### config.mk
export PLATFORM = sky130hd
export DESIGN_NAME = vga_dither_out_flat
export DESIGN_NICKNAME = d
export VERILOG_FILES = /design/src/rtl/vga_dither_out_if.sv /design/src/rtl/vga_dither_out.sv /design/src/flat_wrapper.sv
export SDC_FILE = /design/constraint.sdc
export NUM_CORES = 1
export LEC_CHECK = 0
export CAP_MARGIN = 0
export CORE_ASPECT_RATIO = 1.25
export CORE_UTILIZATION = 42
export CTS_BUF_LIST = sky130_fd_sc_hd__clkbuf_2
export DETAILED_ROUTE_END_ITERATION = 10
export PLACE_DENSITY = 0.81
export SLEW_MARGIN = 20
export SYNTH_ARGS = -nofsm -noshare
export SYNTH_HDL_FRONTEND = slang
export SYNTH_SLANG_ARGS = --single-unit
### constraint.sdc
create_clock -name clk -period 1.8 [get_ports clk]
set_clock_uncertainty 0.1 [all_clocks]
set_input_delay 0.18 -clock clk [delete_from_list [all_inputs] [get_ports clk]]
set_output_delay 0.18 -clock clk [all_outputs]
set_load 0.01 [all_outputs]
### src/rtl/vga_dither_out_if.sv
// Pixel bus between the timing/image generators and the VGA dither output stage.
// The master drives sync, visibility, position and colour; the slave returns the
// packed TinyVGA Pmod byte plus the delayed sync/visible copies.
interface vga_dither_out_if;
  logic       hsync_in;
  logic       vsync_in;
  logic       visible_in;
  logic [9:0] position_x;
  logic [8:0] position_y;
  logic [3:0] r_in;
  logic [3:0] g_in;
  logic [3:0] b_in;
  logic [7:0] uo_out;
  logic       hsync_out;
  logic       vsync_out;
  logic       visible_out;

  modport master (
    output hsync_in, vsync_in, visible_in, position_x, position_y, r_in, g_in, b_in,
    input  uo_out, hsync_out, vsync_out, visible_out
  );

  modport slave (
    input  hsync_in, vsync_in, visible_in, position_x, position_y, r_in, g_in, b_in,
    output uo_out, hsync_out, vsync_out, visible_out
  );
endinterface

### src/rtl/vga_dither_out.sv
// VGA output stage: 4-bit RGB -> 2-bit RGB with 2x2 Bayer dither, blanking, Pmod packing.
// Latency 2 + EXTRA_DELAY cycles for every signal; no backpressure (one pixel per clock).
// Define TEMPORAL_DITHER_EN to rotate the Bayer threshold once per frame (vsync falling edge).
module vga_dither_out #(
  parameter int EXTRA_DELAY = 0
) (
  input logic        clk,
  input logic        rst,
  vga_dither_out_if.slave bus
);

  // Packed pipeline word: {hsync, vsync, visible, r[1:0], g[1:0], b[1:0]}
  localparam logic [8:0] IDLE_WORD = 9'b1_1_0_00_00_00;

  logic       hs1, vs1, vis1, x1, y1;
  logic [3:0] r1, g1, b1;
  logic [1:0] phase;
  logic [1:0] thr;
  logic [1:0] rq, gq, bq;
  logic [8:0] pipe [0:EXTRA_DELAY];
  logic [8:0] tail;
  logic [1:0] r_o, g_o, b_o;

  // Only the parity of the pixel position selects the Bayer cell.
  logic unused_pos;
  assign unused_pos = ^{bus.position_x[9:1], bus.position_y[8:1]};

  // Stage 1: capture all inputs so the dither math sees a clean registered pixel.
  always_ff @(posedge clk) begin
    if (rst) begin
      hs1  <= 1'b1;
      vs1  <= 1'b1;
      vis1 <= 1'b0;
      x1   <= 1'b0;
      y1   <= 1'b0;
      r1   <= 4'd0;
      g1   <= 4'd0;
      b1   <= 4'd0;
    end else begin
      hs1  <= bus.hsync_in;
      vs1  <= bus.vsync_in;
      vis1 <= bus.visible_in;
      x1   <= bus.position_x[0];
      y1   <= bus.position_y[0];
      r1   <= bus.r_in;
      g1   <= bus.g_in;
      b1   <= bus.b_in;
    end
  end

`ifdef TEMPORAL_DITHER_EN
  // Edge detection runs on the stage-1 copy of vsync, so the pixel carrying the
  // falling edge is quantised with the old phase and the next pixel gets the new one.
  logic vs_hist;

  // Frame phase: count vsync falling edges modulo 4.
  always_ff @(posedge clk) begin
    if (rst) begin
      vs_hist <= 1'b1;
      phase   <= 2'd0;
    end else begin
      vs_hist <= vs1;
      if (vs_hist && !vs1) begin
        phase <= phase + 2'd1;
      end
    end
  end
`else
  assign phase = 2'd0;
`endif

  function automatic logic [1:0] bayer(input logic y0, input logic x0);
    case ({y0, x0})
      2'b00:   return 2'd0;
      2'b01:   return 2'd2;
      2'b10:   return 2'd3;
      default: return 2'd1;
    endcase
  endfunction

  // Round up when the dropped bits exceed the threshold; never wrap past 3.
  function automatic logic [1:0] quant(input logic [3:0] v, input logic [1:0] t);
    if ((v[1:0] > t) && (v[3:2] != 2'd3)) begin
      return v[3:2] + 2'd1;
    end
    return v[3:2];
  endfunction

  assign thr = bayer(y1, x1) + phase;
  assign rq  = vis1 ? quant(r1, thr) : 2'd0;
  assign gq  = vis1 ? quant(g1, thr) : 2'd0;
  assign bq  = vis1 ? quant(b1, thr) : 2'd0;

  // Stage 2 plus EXTRA_DELAY matching stages; reset flushes every stage at once.
  always_ff @(posedge clk) begin
    if (rst) begin
      for (int i = 0; i <= EXTRA_DELAY; i++) begin
        pipe[i] <= IDLE_WORD;
      end
    end else begin
      pipe[0] <= {hs1, vs1, vis1, rq, gq, bq};
      for (int i = 1; i <= EXTRA_DELAY; i++) begin
        pipe[i] <= pipe[i-1];
      end
    end
  end

  assign tail = pipe[EXTRA_DELAY];
  assign r_o  = tail[5:4];
  assign g_o  = tail[3:2];
  assign b_o  = tail[1:0];

  assign bus.hsync_out   = tail[8];
  assign bus.vsync_out   = tail[7];
  assign bus.visible_out = tail[6];
  assign bus.uo_out      = {tail[8], b_o[0], g_o[0], r_o[0], tail[7], b_o[1], g_o[1], r_o[1]};

endmodule

### src/flat_wrapper.sv
// flat-port wrapper written by rule: the top's interface ports become plain ports
module vga_dither_out_flat 
#(
  parameter int EXTRA_DELAY = 0
)
  (clk, rst, bus_hsync_in, bus_vsync_in, bus_visible_in, bus_position_x, bus_position_y, bus_r_in, bus_g_in, bus_b_in, bus_uo_out, bus_hsync_out, bus_vsync_out, bus_visible_out);
  vga_dither_out_if bus_i ();
  input logic clk;
  input logic rst;
  input wire logic [$bits(bus_i.hsync_in)-1:0] bus_hsync_in;
  input wire logic [$bits(bus_i.vsync_in)-1:0] bus_vsync_in;
  input wire logic [$bits(bus_i.visible_in)-1:0] bus_visible_in;
  input wire logic [$bits(bus_i.position_x)-1:0] bus_position_x;
  input wire logic [$bits(bus_i.position_y)-1:0] bus_position_y;
  input wire logic [$bits(bus_i.r_in)-1:0] bus_r_in;
  input wire logic [$bits(bus_i.g_in)-1:0] bus_g_in;
  input wire logic [$bits(bus_i.b_in)-1:0] bus_b_in;
  output wire logic [$bits(bus_i.uo_out)-1:0] bus_uo_out;
  output wire logic [$bits(bus_i.hsync_out)-1:0] bus_hsync_out;
  output wire logic [$bits(bus_i.vsync_out)-1:0] bus_vsync_out;
  output wire logic [$bits(bus_i.visible_out)-1:0] bus_visible_out;
  assign bus_i.hsync_in = bus_hsync_in;
  assign bus_i.vsync_in = bus_vsync_in;
  assign bus_i.visible_in = bus_visible_in;
  assign bus_i.position_x = bus_position_x;
  assign bus_i.position_y = bus_position_y;
  assign bus_i.r_in = bus_r_in;
  assign bus_i.g_in = bus_g_in;
  assign bus_i.b_in = bus_b_in;
  assign bus_uo_out = bus_i.uo_out;
  assign bus_hsync_out = bus_i.hsync_out;
  assign bus_vsync_out = bus_i.vsync_out;
  assign bus_visible_out = bus_i.visible_out;
  vga_dither_out #(.EXTRA_DELAY(EXTRA_DELAY)) u_core (.clk(clk), .rst(rst), .bus(bus_i));
endmodule
Word level (Yosys, flattened, before mapping)
Memory sizes are Yosys's and may differ from the RTL's.
Index checks and enable logic that the tools add are counted.
- mux-type cells: 18
- equal/unequal tests: 5
- bitwise operators: 0
- shifts and indexed selects: 0
- $mul: 0
- reduce and logical (&&, ||, !) cells: 5
- $lt $le $gt $ge: 3
- div/mod/pow operators: 0
- add/subtract/negate cells: 3
- operators with widths (operator ; number):
    2-to-1 mux 2 bit ; 9
    2-to-1 mux 9 bit ; 1
    OR reduction 9 bit ; 1
    2-to-1 mux 1 bit ; 7
    adder 2 x 1 -> 2 bit, second input constant ; 3
    greater-than comparator 2 bit ; 3
    != test 2 bit, second input constant ; 3
    one-hot mux 2 bit (3 select lines) ; 1
    logical AND 1 bit ; 3
    == test 2 x 1 -> 1 bit, second input constant ; 1
    == test 2 bit, second input constant ; 1
    logical NOT 2 bit ; 1
- ROM bits: 0
- bits in latches: 0
- memories: 1
- RAM bits: 9
- output and inout bits: 11
- flip-flop bits (word level): 17
- word-level logic and storage cells: 43
- memory list (name ; depth ; width ; read ports ; clocked after memory_dff ; write ports ; line ; RTL):
    u_core.pipe ; 1 ; 9 ; 1 ; 0 ; 1 ; vga_dither_out.sv:20 ; logic [8:0] pipe [0:EXTRA_DELAY];

Logic depth before layout (Yosys ltp)
- depth after elaboration: 8
- depth in mapped cells: 7
- gate-level depth less buffers: 7

Worst setup path after synthesis
No wires, ideal clock.
- kind: flip-flop to flip-flop
- start: register u_core.y1
- end: memory u_core.pipe[0][0]
- arrival time: 1512 ps
- slack: 116 ps
- cell stages (with the launch flop): 7
- clock period less this slack: 1684 ps
- library setup time: 72 ps
- data required time: 1628 ps
- cell sequence: dfxtp_1 ha_1 or2_2 ha_1 a21oi_1 o21a_1 mux2i_1
- cells in the longest elaborated chain, start to end: 8
- RTL lines (item ; line ; RTL):
    start, declared ; vga_dither_out.sv:15 ; logic hs1, vs1, vis1, x1, y1;
    start signal, assigned ; vga_dither_out.sv:44 ; y1 <= bus.position_y[0];
    == test 2 bit, or another cell as far along ; vga_dither_out.sv:73 ; case ({y0, x0})
    one-hot mux 2 bit (3 select lines) (*) ; vga_dither_out.sv:73 ;
    greater-than comparator 2 bit (*) ; vga_dither_out.sv:83 ; if ((v[1:0] > t) && (v[3:2] != 2'd3)) begin
    logical AND 1 bit (*) ; vga_dither_out.sv:83 ;
    2-to-1 mux 1 bit (*) ; vga_dither_out.sv:83 ;
    2-to-1 mux 2 bit (*) ; vga_dither_out.sv:86 ; return v[3:2];
    2-to-1 mux 2 bit (*) ; vga_dither_out.sv:92 ; assign bq = vis1 ? quant(b1, thr) : 2'd0;
    2-to-1 mux 9 bit (no source line) (*) ; n/a ;
    end, declared ; vga_dither_out.sv:20 ;
Every way passes the cells marked *; elsewhere a longest branch is shown, timed or not.

Worst setup path after layout
- start: register u_core.y1
- end: memory u_core.pipe[0][1]
The elaborated chain is that of the path after synthesis.

==> summary.md <==
| Metric | Value |
|---|---|
| Outcome | `complete, no violations` |
| Final setup vio count | `0` |
| CTS Buf Count | `3` |
| Crit-path max cell delay | `410 ps` |
| Worst reg-to-reg path cell count | `6` |
| Worst hold slack | `276 ps` |
| Antenna violations before repair | `0` |
| Initial drt markers | `15` |
| TritonCTS Sinks | `26` |
| Die area | `about 0.0027 mm²` |
| 1st-pass router iterations | `4` |
| Crit path from | `u_core.y1` |
| Via density | `4.53` |
| Power Density | `715 mW/mm²` |
| Max VDD drop | `0.000386 V` |
| Final net count | `172` |
| Critical path's slowest cell | `dfxtp_4` |
| CTS tree | `done` |
| Pre-CTS setup slack | `-30.3 ps` |
| CTS Hold Bufs | `0` |
| Max Root-Sink Buffers | `2` |
| Crit-path cells | `ha_1, or2_4, ha_4, a21oi_1, o21a_1, mux2i_1` |
| Area delta synth->final | `33.1%` |
| Synth Instances | `94` |
| GRT Overall Usage | `0.134` |
| Commonest non-fill, non-tap cell in the layout | `clkdlybuf4s50_1` |
| Setup_tns | `0 ps` |
| Crit path capture type | `register` |
| DP Wirelength | `~1.3 mm` |
| Register area share after synthesis | `0.503` |
| H-tree levels | `1` |
| N_diodes | `0` |
| Hold Path Origin | `bus_visible_in` |
| RSZ-0062 raised after global routing | `no` |
| Post-Syn Area per Cell | `11.0 µm²` |
| Share of cells above drive strength 1 | `0.0894` |
| # DRC | `0` |
| Largest net degree at the start of global routing | `14` |
| Max Clock Freq | `just under 600 MHz` |
| CP bufs+invs | `0` |
| Max FO, Critical Path | `3` |
| Slew @ Worst Pin | `357 ps` |
| #FFs+latches synth | `26` |
| Crit share post-route | `0.937` |
| Worst Hold Depth | `2` |
| Die X-Extent | `46.4 µm` |
| DR WL/cell | `10.4 µm` |
| Netlist cell types | `15` |
| Critical path's top delay family | `flip-flops` |
| Min Tclk post-route | `1690 ps` |
| Most frequent cells in the layout | `clkdlybuf4s50_1, dfxtp_1, nor2b_1, nand2_1, ha_1` |
| Total nets after synthesis | `141` |
| Critical R2R Capture | `u_core.pipe[0][1]` |
| GPL Wtd Cong | `0.697` |
| Max-cap violations | `0` |
| Clock-pin slew on the worst setup and hold paths | `200 ps` |
| Std cell rows | `19` |
| First-pass GRT wire length | `around 2.6 mm` |
| ANT nets after route | `0` |
| CORE AREA | `0.00226 mm²` |
| Reg2reg start | `u_core.y1` |
| Relative slew slack | `0.762` |
| PortBufs | `29` |
| Leak pwr | `between 0.5 and 0.6 nW` |
| Min-Delay Endpoint | `u_core.vis1` |
| Final Hold Fails | `0` |
| Initial core utilization | `0.458` |
| Total wire length | `1.61 mm` |
| CP Class | `reg2reg` |
| Synth Cell Area | `0.00103 mm²` |
| Die H | `~57 µm` |
| Startpoint Class | `register` |
| Crit path required time | `1970 ps` |
| Total grt overflow | `0` |
| Root buffer cell | `clkbuf_2` |
| Reg2Reg Setup Slack | `110 ps` |
| Hold Crit Class | `in2reg` |
| Post-route worst setup slack | `about 110 ps` |
| Yosys warns | `0` |
| Final Max Tran Viols | `0` |
| CP arrival | `between 1500 and 2000 ps` |
| Vias in the first global route | `637` |
| Via count | `roughly 700` |
| # IOs | `47` |
| Clock latency on the worst-skew pair | `around 320 ps` |
-- per-layer routing --
metal	GRT usage	vias to the layer above	routed length, µm
met3	0.0190	4	55
met5	0	-	0
met4	0.0630	0	35
met2	0.242	19	904
met1	0.143	322	610
li1	-	353	-
-- flip-flops by register name (all words and copies together) (netlist names) --
name and flops:
u_core.y1 1, u_core.pipe 9, u_core.vs1 1, u_core.x1 1
u_core.r1 4, u_core.vis1 1, u_core.g1 4, u_core.hs1 1
u_core.b1 4
-- layout make-up --
class / instances / area (µm²)
Fill cell: 198 / 881
Sequential cell: 26 / 526
Multi-Input combinational cell: 59 / 478
Timing Repair Buffer: 31 / 305
Tap cell: 31 / 38.8
Clock buffer: 3 / 15.0
Inverter: 4 / 15.0
-- cells in the mapped netlist --
| library cell | number | share of area |
|---|---|---|
| nor2b_4 | 1 | 0.013 |
| inv_1 | 4 | 0.015 |
| or2_2 | 1 | 0.0060 |
| nand2b_1 | 3 | 0.018 |
| nor2b_1 | 14 | 0.085 |
| nand2_1 | 9 | 0.033 |
| or2_1 | 4 | 0.024 |
| mux2i_1 | 6 | 0.058 |
| buf_6 | 3 | 0.033 |
| dfxtp_1 | 26 | 0.50 |
| buf_4 | 2 | 0.015 |
| ha_1 | 11 | 0.13 |
| and2b_1 | 4 | 0.029 |
| a21oi_1 | 3 | 0.015 |
| o21a_1 | 3 | 0.022 |
-- per-stage QoR --
stage	instances	power, W	area, µm²	utilization
CTS	154	0.000991	1350	0.599
detailed placement	150	0.000798	1320	0.586
global placement	150	0.000789	1320	0.586
global route	154	0.00104	1380	0.610
finish	154	0.000985	1380	0.610
floorplan	94	0.000729	1030	-
-- worst max-delay path by stage --
stage | end | slack, ps | cells after the start
5_1_grt | u_core.pipe[0][0] | 30 | 7
2_1_floorplan | u_core.pipe[0][0] | 120 | 6
6_report | u_core.pipe[0][1] | 110 | 6
3_5_place_dp | u_core.pipe[0][0] | -30 | 6
3_3_place_gp | u_core.pipe[0][1] | 30 | 6
4_1_cts | u_core.pipe[0][0] | 40 | 6
-- kinds of logic (layout without fill, tap and decap cells) --
group / Yosys count / after routing / synth area share
compound gates: 6 / 6 / 0.0363
simple gates: 36 / 36 / 0.208
buf+inv: 9 / 38 / 0.0617
mux: 6 / 6 / 0.0580
fa+ha+maj: 11 / 11 / 0.133
flops: 26 / 26 / 0.503
-- where the power goes --
part           total, W  internal (W)  switching [W]
clock          0.000193     0.0000454       0.000148
combinational  0.000175      0.000112      0.0000632
sequential     0.000617      0.000605      0.0000124
-- timing repair --
| action | 4_1_cts | 5_1_grt |
|---|---|---|
| setup endpoints to repair | 2 | 5 |
| resized for setup | 4 | 2 |
| pin swaps | 1 | 1 |
| endpoints found under the hold margin | 0 | 0 |
| setup buffers | 1 | 0 |
(Power assumes the default switching activity.)
